File: src/rtl/gradient_xy_pipe.sv
// gradient_xy_pipe: 4-stage separable Prewitt/Sobel Gx/Gy engine with saturation and valid/ready stall.
module gradient_xy_pipe #(
    parameter int DATA_WIDTH  = 8,
    parameter int KERNEL_SIZE = 5,
    parameter int OUT_WIDTH   = 16
) (
    input  logic                                                      i_clk,
    input  logic                                                      i_reset,
    input  logic [KERNEL_SIZE-1:0][KERNEL_SIZE-1:0][DATA_WIDTH-1:0]   i_image_window,
    input  logic                                                      i_valid,
    input  logic                                                      i_start_of_frame,
    input  logic                                                      i_kernel_mode,
    output logic                                                      o_ready,
    output logic [2*OUT_WIDTH-1:0]                                    o_gx_gy_vector,
    output logic                                                      o_valid,
    output logic                                                      o_start_of_frame,
    output logic                                                      o_saturated,
    output logic [15:0]                                               o_sat_count,
    input  logic                                                      i_ready
);
    localparam int K  = KERNEL_SIZE;
    localparam int PW = DATA_WIDTH + 5;
    localparam int GW = DATA_WIDTH + 8;
    localparam int HI = 2 ** (OUT_WIDTH - 1) - 1;
    localparam int LO = -(2 ** (OUT_WIDTH - 1));

    if (K != 3 && K != 5) begin : g_bad_kernel
        $error("KERNEL_SIZE must be 3 or 5");
    end
    if (OUT_WIDTH < 8 || OUT_WIDTH > 16) begin : g_bad_out
        $error("OUT_WIDTH must be in 8..16");
    end

    function automatic int s_co(input logic m, input int i);
        if (K == 3) return (m && i == 1) ? 2 : 1;
        return m ? ((i == 2) ? 6 : (i == 0 || i == 4) ? 1 : 4) : 1;
    endfunction

    function automatic int d_co(input logic m, input int i);
        if (K == 3) return i - 1;
        return m ? ((i == 0) ? -1 : (i == 1) ? -2 : (i == 2) ? 0 : (i == 3) ? 2 : 1) : i - 2;
    endfunction

    function automatic logic [OUT_WIDTH:0] clip(input logic signed [GW-1:0] g);
        int v;
        v = int'(g);
        return (v > HI) ? {1'b1, OUT_WIDTH'(HI)} : (v < LO) ? {1'b1, OUT_WIDTH'(LO)} : {1'b0, OUT_WIDTH'(v)};
    endfunction

    logic                                     en, mode_q, beat_mode;
    logic                                     v1, sof1, m1, v2, sof2, m2, v3, sof3;
    logic [K-1:0][K-1:0][DATA_WIDTH-1:0]      win1;
    logic [K-1:0][PW-1:0]                     col_n, row_n, col2, row2;
    logic signed [GW-1:0]                     gx_n, gy_n, gx3, gy3;
    logic [OUT_WIDTH:0]                       cx, cy;

    assign en        = i_ready | ~o_valid;
    assign o_ready   = en;
    assign beat_mode = i_start_of_frame ? i_kernel_mode : mode_q;
    assign cx        = clip(gx3);
    assign cy        = clip(gy3);

    // col sums feed Gx (d across columns), row sums feed Gy (d across rows)
    always_comb begin
        col_n = '0;
        row_n = '0;
        for (int a = 0; a < K; a++)
            for (int b = 0; b < K; b++) begin
                col_n[a] += PW'(s_co(m1, b) * int'(win1[b][a]));
                row_n[a] += PW'(s_co(m1, b) * int'(win1[a][b]));
            end
    end

    always_comb begin
        gx_n = '0;
        gy_n = '0;
        for (int a = 0; a < K; a++) begin
            gx_n += GW'(d_co(m2, a) * int'(col2[a]));
            gy_n += GW'(d_co(m2, a) * int'(row2[a]));
        end
    end

    always_ff @(posedge i_clk) begin
        if (i_reset) begin
            mode_q           <= 1'b0;
            {v1, sof1, m1}   <= '0;
            {v2, sof2, m2}   <= '0;
            {v3, sof3}       <= '0;
            win1             <= '0;
            col2             <= '0;
            row2             <= '0;
            gx3              <= '0;
            gy3              <= '0;
            o_valid          <= 1'b0;
            o_start_of_frame <= 1'b0;
            o_saturated      <= 1'b0;
            o_gx_gy_vector   <= '0;
            o_sat_count      <= '0;
        end else begin
            if (en) begin
                if (i_valid & i_start_of_frame) mode_q <= i_kernel_mode;
                v1               <= i_valid;
                sof1             <= i_valid & i_start_of_frame;
                m1               <= beat_mode;
                win1             <= i_image_window;
                v2               <= v1;
                sof2             <= sof1;
                m2               <= m1;
                col2             <= col_n;
                row2             <= row_n;
                v3               <= v2;
                sof3             <= sof2;
                gx3              <= gx_n;
                gy3              <= gy_n;
                o_valid          <= v3;
                o_start_of_frame <= sof3;
                o_saturated      <= v3 & (cx[OUT_WIDTH] | cy[OUT_WIDTH]);
                o_gx_gy_vector   <= {cy[OUT_WIDTH-1:0], cx[OUT_WIDTH-1:0]};
            end
            if (o_valid & i_ready)
                o_sat_count <= o_start_of_frame ? 16'(o_saturated) :
                               (o_saturated & ~&o_sat_count) ? o_sat_count + 16'd1 : o_sat_count;
        end
    end
endmodule

File: config.mk
export PLATFORM = sky130hd
export DESIGN_NAME = gradient_xy_pipe
export DESIGN_NICKNAME = d
export VERILOG_FILES = /design/src/rtl/gradient_xy_pipe.sv
export SDC_FILE = /design/constraint.sdc
export NUM_CORES = 2
export LEC_CHECK = 0
export ABC_CLOCK_PERIOD_IN_PS = 8970
export BUFFER_PORTS_ARGS = -buffer_cell sky130_fd_sc_hd__buf_2
export CAP_MARGIN = 20
export CORE_ASPECT_RATIO = 1.25
export CORE_MARGIN = 8
export CORE_UTILIZATION = 30
export DETAILED_ROUTE_END_ITERATION = 8
export GPL_TIMING_DRIVEN = 0
export PLACE_DENSITY = 0.41
export SLEW_MARGIN = 20
export SYNTH_ARGS = -nofsm -noshare
export SYNTH_HDL_FRONTEND = slang
export SYNTH_SLANG_ARGS = --single-unit
export TNS_END_PERCENT = 10
File: constraint.sdc
create_clock -name i_clk -period 8.97 [get_ports i_clk]
set_clock_uncertainty 0.1 [all_clocks]
set_input_delay 0 -clock i_clk [delete_from_list [all_inputs] [get_ports i_clk]]
set_output_delay 0 -clock i_clk [all_outputs]
set_load 0.05 [all_outputs]
# After elaboration in Yosys (flattened, before gate mapping)
# Cells that the tools add are included.
classes:
  reduce_logical: 5
  eq_ne: 0
  n_bitwise: 7
  addsub: 39
  n_shift: 0
  multipliers: 28
  order_cmp: 4
  muxes: 13
  div: 0
ops:
  columns: ["op", "n"]
  rows:
  - ["$mul 32x9->13", 18]
  - ["$add 13x13->13", 14]
  - ["$mul 32x14->16", 4]
  - ["$add 13x8->13", 8]
  - ["$add 8x13->13", 8]
  - ["$add 16x16->16", 6]
  - ["$mux 17", 4]
  - ["$gt 16x16->1 const B", 2]
  - ["$lt 16x16->1 const B", 2]
  - ["$mul 2x14->16", 2]
  - ["$mux 16", 2]
  - ["$mul 2x13->15", 2]
  - ["$add 13x11->13", 2]
  - ["$mul 3x8->11", 2]
  - ["$add 16x1->16 const B", 1]
  - ["$reduce_and 16->1", 1]
  - ["$mux 3", 2]
  - ["$and 1x1->1", 4]
  - ["$mux 2", 2]
  - ["$reduce_and 2->1", 2]
  - ["$mux 1", 3]
  - ["$or 1x1->1", 2]
  - ["$reduce_bool 2->1", 1]
  - ["$logic_not 1->1", 1]
  - ["$not 1->1", 1]
totals:
  elab_cells: 144
  romBits: 0
  output_inout_bits: 52
  mem_bits_rw: 0
  reg_bits: 388
  latch_bits: 0
  mem_count: 0

# Longest topological paths before layout
logic_depth:
  word_depth: 6
  depth_mapped: 27

# Worst setup path after synthesis
# OpenSTA, ideal clock, no wires.
synth_path:
  path_type: "reg2reg"
  start: "register m2"
  end: "register gy3[14]"
  required_time_ns: 8.753
  period_less_slack_ns: 6.318
  arrival_time_ns: 6.101
  slack_ns: 2.652
  setup_ns: 0.117
  path_stages_with_launch: 28
  cell_sequence: "dfxtp_1 -> clkbuf_1 -> clkbuf_1 -> buf_1 -> clkbuf_1 -> and2_1 -> ha_1 -> ha_1 -> nand2_1 -> nor3_1 -> and3_1 -> nand2_1 -> nor2_1 -> a21oi_1 -> a211oi_1 -> fa_1 -> inv_1 -> fa_1 -> fa_1 -> inv_1 -> ha_1 -> nand2_1 -> nand2_1 -> a21oi_1 -> nand2_1 -> o311a_1 -> or3_1 -> a32o_1"
synth_via:
  elab_chain_cells: 5
  word_cells_on_any_way: 11
synth_lines:
  columns: ["element", "line", "source"]
  rows:
  - ["start, declared", "51", "logic v1, sof1, m1, v2, sof2, m2, v3, sof3;"]
  - ["start signal, assigned", "108", "m2 <= m1;"]
  - ["$mux 1", "41", "return m ? ((i == 0) ? -1 : (i == 1) ? -2 : (i == 2) ? 0 : (i == 3) ? 2 : 1) : i - 2;"]
  - ["$mul 2x14->16", "79", "gy_n += GW'(d_co(m2, a) * int'(row2[a]));"]
  - ["$add 16x16->16 (2 in series)", "79", null]
  - ["$add 16x16->16 (*)", "79", null]
  - ["end signal, assigned", "114", "gy3 <= gy_n;"]
  - ["end, declared", "54", "logic signed [GW-1:0] gx_n, gy_n, gx3, gy3;"]
# Mark *: on every way between the ends. The rest lies on a longest branch, timed or not.
# A chain may end at the register's enable or synchronous reset.

# Worst setup path in the final report
layout_path:
  start: "register m2"
  end: "register gy3[13]"
# The elaborated chain is that of the path after synthesis.

==> results by stage <==
Synth:
- Of the total synthesized cell area, the portion taken by AND, OR, NAND and NOR gates is 0.1576.
- By area, the combinational part of the netlist is dominated by adder cells.
- In the synthesized netlist, the number of instances is 4,378.
- After synthesis, the mean cell area works out to 8.552 um^2.
- For this run, the register share of the synthesized area comes to 0.2075.
- The parity-gate share of the synthesized area counting xor and xnor cells is 0.02293.
- The area fraction in compound gates after synthesis is 0.1082.
- The number of enable flip-flop cells after synthesis is 0.
- After synthesis, the share of cell area in mux cells is 0.02500.
- The post-synthesis async set-or-reset flop share is 0.
- The count of cell types in the netlist is 69.
- The count of yosys warnings during synthesis is 0.
- The synthesized netlist occupies a cell area of 0.03744 mm^2.
- For this run, the leading register cell type out of synthesis is sky130_fd_sc_hd__dfxtp_1.
- In this run, synthesis produced a sequential element count of 388.
- The share of synthesized cell area in full adder, half adder and majority cells is 0.3831.

Critical path:
- The peak fanout along the critical path is 10.
- The slowest stage of the critical path is the sky130_fd_sc_hd__nor3b_1 cell.
- Data on the critical path arrives at its endpoint at 8.63 ns.
- The element type at the critical path end is a flip-flop.
- The family with the most delay on the worst path is buffers and inverters.
- The largest single stage delay on the critical path is 0.65 ns.
- The critical path is of the flip-flop to flip-flop type.
- The endpoint required time on the critical path is 9.37 ns.
- The count of buffer and inverter cells on the critical path is 7.
- The launching element type of the critical path is a flip-flop.

Placement:
- The port buffer count is 249.
- The number of placed instances, taps included, is 6,316.
- The detailed placement HPWL is 133.6 mm.
- The total cell area at the placement stage is 0.04104 mm^2.
- The global placement routability congestion is 0.9399.

Clock network:
- TritonCTS created 48 clock buffers.
- The insertion delay of the later-clocked pin in the worst-skew pair is 0.66 ns.
- The clock-pin transition on the worst setup and hold timing paths is 0.07 ns.
- In this run the number of H-tree levels came out at 2.
- In this run the deepest clock path goes through 3 buffers.
- TritonCTS built the clock tree.
- The clock sink count is 388.
- The buffer type at the clock tree root is sky130_fd_sc_hd__clkbuf_16.

STA:
- Setup repair after global routing left no endpoint under its margin.
- The highest clock frequency the design can meet is 121.5 MHz.
- The max-slew violation total from the final report is 0.
- The time the final worst path needs with I/O delays and setup is 8.230 ns.
- In the final timing run, aggregate negative setup slack is 0 ns.
- The share of the clock period used by the worst path after layout is 0.9175.
- The relative max-transition margin is 0.2267.
- The pin slew with the least headroom to its limit is 1.160 ns.
- The final setup violation count is 0.
- The number of hold violations in the final report was 0.

Finish:
- The multi-input combinational cells in the finished layout cover a total of 0.02637 mm^2.
- Leaving out filler cells and counting taps, the final layout contains 6,607.
- The finished cells cover 0.04468 mm^2.
- The storage element area is 0.007767 mm^2.
- The synthesis-to-finish area growth is 19.33%.
- The number of nets in the final layout is 6,021.
- Counting the fill cells in the layout gives 13,290.
- Of the cells placed in the final design, the portion with a size suffix greater than 1 is 0.08703.

Power and ir drop:
- The share of total power in sequential cells is 0.138.
- Power comes to 17.77 mW.
- The share of total power dissipated in the clock network is 0.117.
- The worst-case IR drop observed on VDD is 0.6351 mV.
- In this run the static leakage power is 21.76 nW.
- Of the total power, the share spent switching nets is 0.5109.
- The cell-internal power is 8.690 mW.
- The power density of the placed cells is 397.7 mW/mm^2.
- The analysis attributes to net switching a power of 9.076 mW.
- Of the total power, combinational logic draws 0.745.

Global route:
- The leftover overflow at the end of global routing is 0.
- The via count of the first global-routing pass is 32,670.
- The first global-routing pass estimated 228.9 mm of wire.
- For this run, the total global-route usage over all layers was measured as 0.2305.
- The number of antenna violations at the first check in global routing is 13.
- The maximum number of pins on one net before global-route repair is 13.

Floorplan:
- The die is 411.0 um tall.
- The placement row count is 145.
- For this configuration, the core starts out at a cell density of 0.3008.
- The core region is 0.1245 mm^2.
- The die area is 0.1364 mm^2.
- The horizontal die dimension is 332.0 um.
- In this run the count of I/O pins placed on the die edge is 258.

Run:
- The count of maximum capacitance violations is 0.

Routing:
- For this run, design rule violations remaining after detail routing come to 0.
- The wire length after detailed routing is 160.4 mm.
- The routed layout has 31,300 vias.
- The wire length per cell is 24.28 um.
- In this run the remaining antenna-violating nets after routing total 0.
- The first detailed-routing pass ran for 6 iterations.
- The via density per instance is 4.737.
- After the first detailed-routing iteration, the DRC count stood at 1,669.

Min path:
- The worst hold path belongs to the class primary input to flip-flop.

Outcome:
- The run finished with clean final reports.
[timing repair]
item	CTS	global route
setup endpoints to repair	0	1
hold buffers	201	0
setup buffers	0	0
resized for setup	0	2
endpoints found under the hold margin	207	0
[per-stage QoR]
stage               utilization  hold WS, ns  worst slack [ns]
floorplan                     -      0.04045             2.652
global placement         0.3292       0.1518            0.3319
detailed placement       0.3298       0.1467            0.4636
CTS                      0.3589     0.003118            0.3992
global route             0.3589      0.03950            0.2421
finish                   0.3590      0.04910            0.7399
[placed cells by master (no fill, tap or decap), types with 51 or more instances in the layout]
cell type / count
sky130_fd_sc_hd__conb_1: 72
sky130_fd_sc_hd__nand2_1: 726
sky130_fd_sc_hd__inv_1: 753
sky130_fd_sc_hd__nor2_1: 107
sky130_fd_sc_hd__clkbuf_1: 160
sky130_fd_sc_hd__xnor2_1: 59
sky130_fd_sc_hd__a21oi_1: 414
sky130_fd_sc_hd__nand3_1: 51
sky130_fd_sc_hd__and2_1: 126
sky130_fd_sc_hd__dfxtp_1: 388
sky130_fd_sc_hd__dlygate4sd3_1: 201
sky130_fd_sc_hd__nor2b_1: 112
sky130_fd_sc_hd__mux2_2: 60
sky130_fd_sc_hd__ha_1: 396
sky130_fd_sc_hd__fa_1: 469
sky130_fd_sc_hd__buf_2: 249
sky130_fd_sc_hd__o21ai_0: 108
[synth_stat cells (5+ instances only)]
cell type / number / area share
sky130_fd_sc_hd__nor3_1: 44 / 0.0059
sky130_fd_sc_hd__or2_2: 9 / 0.0015
sky130_fd_sc_hd__or3_1: 15 / 0.0025
sky130_fd_sc_hd__o211ai_1: 8 / 0.0016
sky130_fd_sc_hd__a311oi_1: 7 / 0.0016
sky130_fd_sc_hd__o31ai_1: 5 / 0.0010
sky130_fd_sc_hd__o21bai_1: 26 / 0.0052
sky130_fd_sc_hd__o21a_1: 17 / 0.0034
sky130_fd_sc_hd__a31oi_1: 13 / 0.0022
sky130_fd_sc_hd__and3_1: 15 / 0.0025
sky130_fd_sc_hd__nor2_1: 108 / 0.011
sky130_fd_sc_hd__a2111oi_0: 5 / 0.0012
sky130_fd_sc_hd__buf_1: 17 / 0.0017
sky130_fd_sc_hd__a21oi_1: 414 / 0.055
sky130_fd_sc_hd__mux2i_1: 26 / 0.0070
sky130_fd_sc_hd__nand2b_1: 36 / 0.0060
sky130_fd_sc_hd__clkbuf_1: 174 / 0.017
sky130_fd_sc_hd__a211o_1: 6 / 0.0014
sky130_fd_sc_hd__xnor2_1: 59 / 0.014
sky130_fd_sc_hd__a211oi_1: 26 / 0.0052
sky130_fd_sc_hd__or4_1: 7 / 0.0014
sky130_fd_sc_hd__and2_1: 126 / 0.021
sky130_fd_sc_hd__fa_1: 469 / 0.25
sky130_fd_sc_hd__xor2_1: 39 / 0.0091
sky130_fd_sc_hd__inv_1: 753 / 0.075
sky130_fd_sc_hd__mux2_2: 60 / 0.018
sky130_fd_sc_hd__nor2b_1: 113 / 0.019
sky130_fd_sc_hd__a21o_1: 31 / 0.0062
sky130_fd_sc_hd__ha_1: 396 / 0.13
sky130_fd_sc_hd__o21ai_0: 108 / 0.014
sky130_fd_sc_hd__dfxtp_1: 388 / 0.21
sky130_fd_sc_hd__nand2_1: 726 / 0.073
sky130_fd_sc_hd__nand4_1: 14 / 0.0023
sky130_fd_sc_hd__nand3_1: 51 / 0.0068
[power groups by stage]
stage / sequential, mW / clock [mW] / combinational [mW]
detailed placement: 2.50 / 0 / 13.1
global route: 2.48 / 2.19 / 14.9
global placement: 2.49 / 0 / 13.0
floorplan: 2.41 / 0 / 9.62
finish: 2.46 / 2.08 / 13.2
CTS: 2.46 / 2.14 / 13.2
[flip-flops by register name, indices dropped and copies added, names as in the netlist, 16 cells and up]
| register | cells |
|---|---|
| col2 | 52 |
| gy3 | 16 |
| win1 | 192 |
| row2 | 52 |
| gx3 | 16 |
| o_gx_gy_vector | 32 |
| o_sat_count | 16 |
[routing by layer]
layer	global-route usage	wire length, um
met5	0	13
met3	0.02512	5967
met2	0.4118	78360
met1	0.2801	67640
met4	0.09847	8445
[cell type report]
cell class | instances | share of cell area
Antenna cell | 3 | 0.0001680
Buffer | 195 | 0.01745
Clock buffer | 65 | 0.02988
Clock inverter | 22 | 0.006217
Inverter | 753 | 0.06327
Multi-Input combinational cell | 3112 | 0.5902
Sequential cell | 388 | 0.1739
Tap cell | 1617 | 0.04529
Timing Repair Buffer | 452 | 0.07371
[worst paths after layout]
check | start | end | slack (ns) | cells past startpoint
max | m2$_SDFFE_PP0N_ | gy3[13]$_SDFFE_PP0N_ | 0.74 | 25
min | i_image_window[151] | win1[151]$_SDFFE_PP0N_ | 0.05 | 4
max reg2reg | m2$_SDFFE_PP0N_ | gy3[13]$_SDFFE_PP0N_ | 0.74 | 25
min reg2reg | o_gx_gy_vector[30]$_SDFFE_PP0N_ | o_gx_gy_vector[30]$_SDFFE_PP0N_ | 0.35 | 2
[worst register-to-register path, stage by stage, from the launching register on]
cell and delay (ns):
sky130_fd_sc_hd__dfxtp_1 0.41, sky130_fd_sc_hd__clkbuf_1 0.37, sky130_fd_sc_hd__clkbuf_1 0.53, sky130_fd_sc_hd__clkbuf_2 0.48
sky130_fd_sc_hd__clkbuf_1 0.56, sky130_fd_sc_hd__and2_1 0.24, sky130_fd_sc_hd__ha_1 0.21, sky130_fd_sc_hd__nand3_1 0.13
sky130_fd_sc_hd__a211oi_1 0.45, sky130_fd_sc_hd__nand3_1 0.20, sky130_fd_sc_hd__nor3b_1 0.65, sky130_fd_sc_hd__nand3_1 0.18
sky130_fd_sc_hd__xor2_1 0.17, sky130_fd_sc_hd__mux2i_1 0.14, sky130_fd_sc_hd__fa_1 0.58, sky130_fd_sc_hd__inv_1 0.06
sky130_fd_sc_hd__fa_1 0.49, sky130_fd_sc_hd__fa_1 0.49, sky130_fd_sc_hd__inv_1 0.04, sky130_fd_sc_hd__ha_1 0.26
sky130_fd_sc_hd__clkbuf_1 0.29, sky130_fd_sc_hd__nand3_1 0.19, sky130_fd_sc_hd__a2111oi_0 0.49, sky130_fd_sc_hd__a311oi_1 0.12
sky130_fd_sc_hd__xnor2_1 0.17, sky130_fd_sc_hd__o21ai_0 0.08
[kinds of logic (layout without fill, tap and decap cells)]
group / count (synthesis) / after routing
and+or+nand+nor: 1287 / 1287
buffers and inverters: 948 / 1487
adders and majority gates: 865 / 865
AOI/OAI and AO/OA: 704 / 704
DFF: 388 / 388
xor gates and xnor gates: 98 / 98
muxes: 86 / 86
other: 2 / 75
No activity file was read; power rests on OpenSTA's default activity.
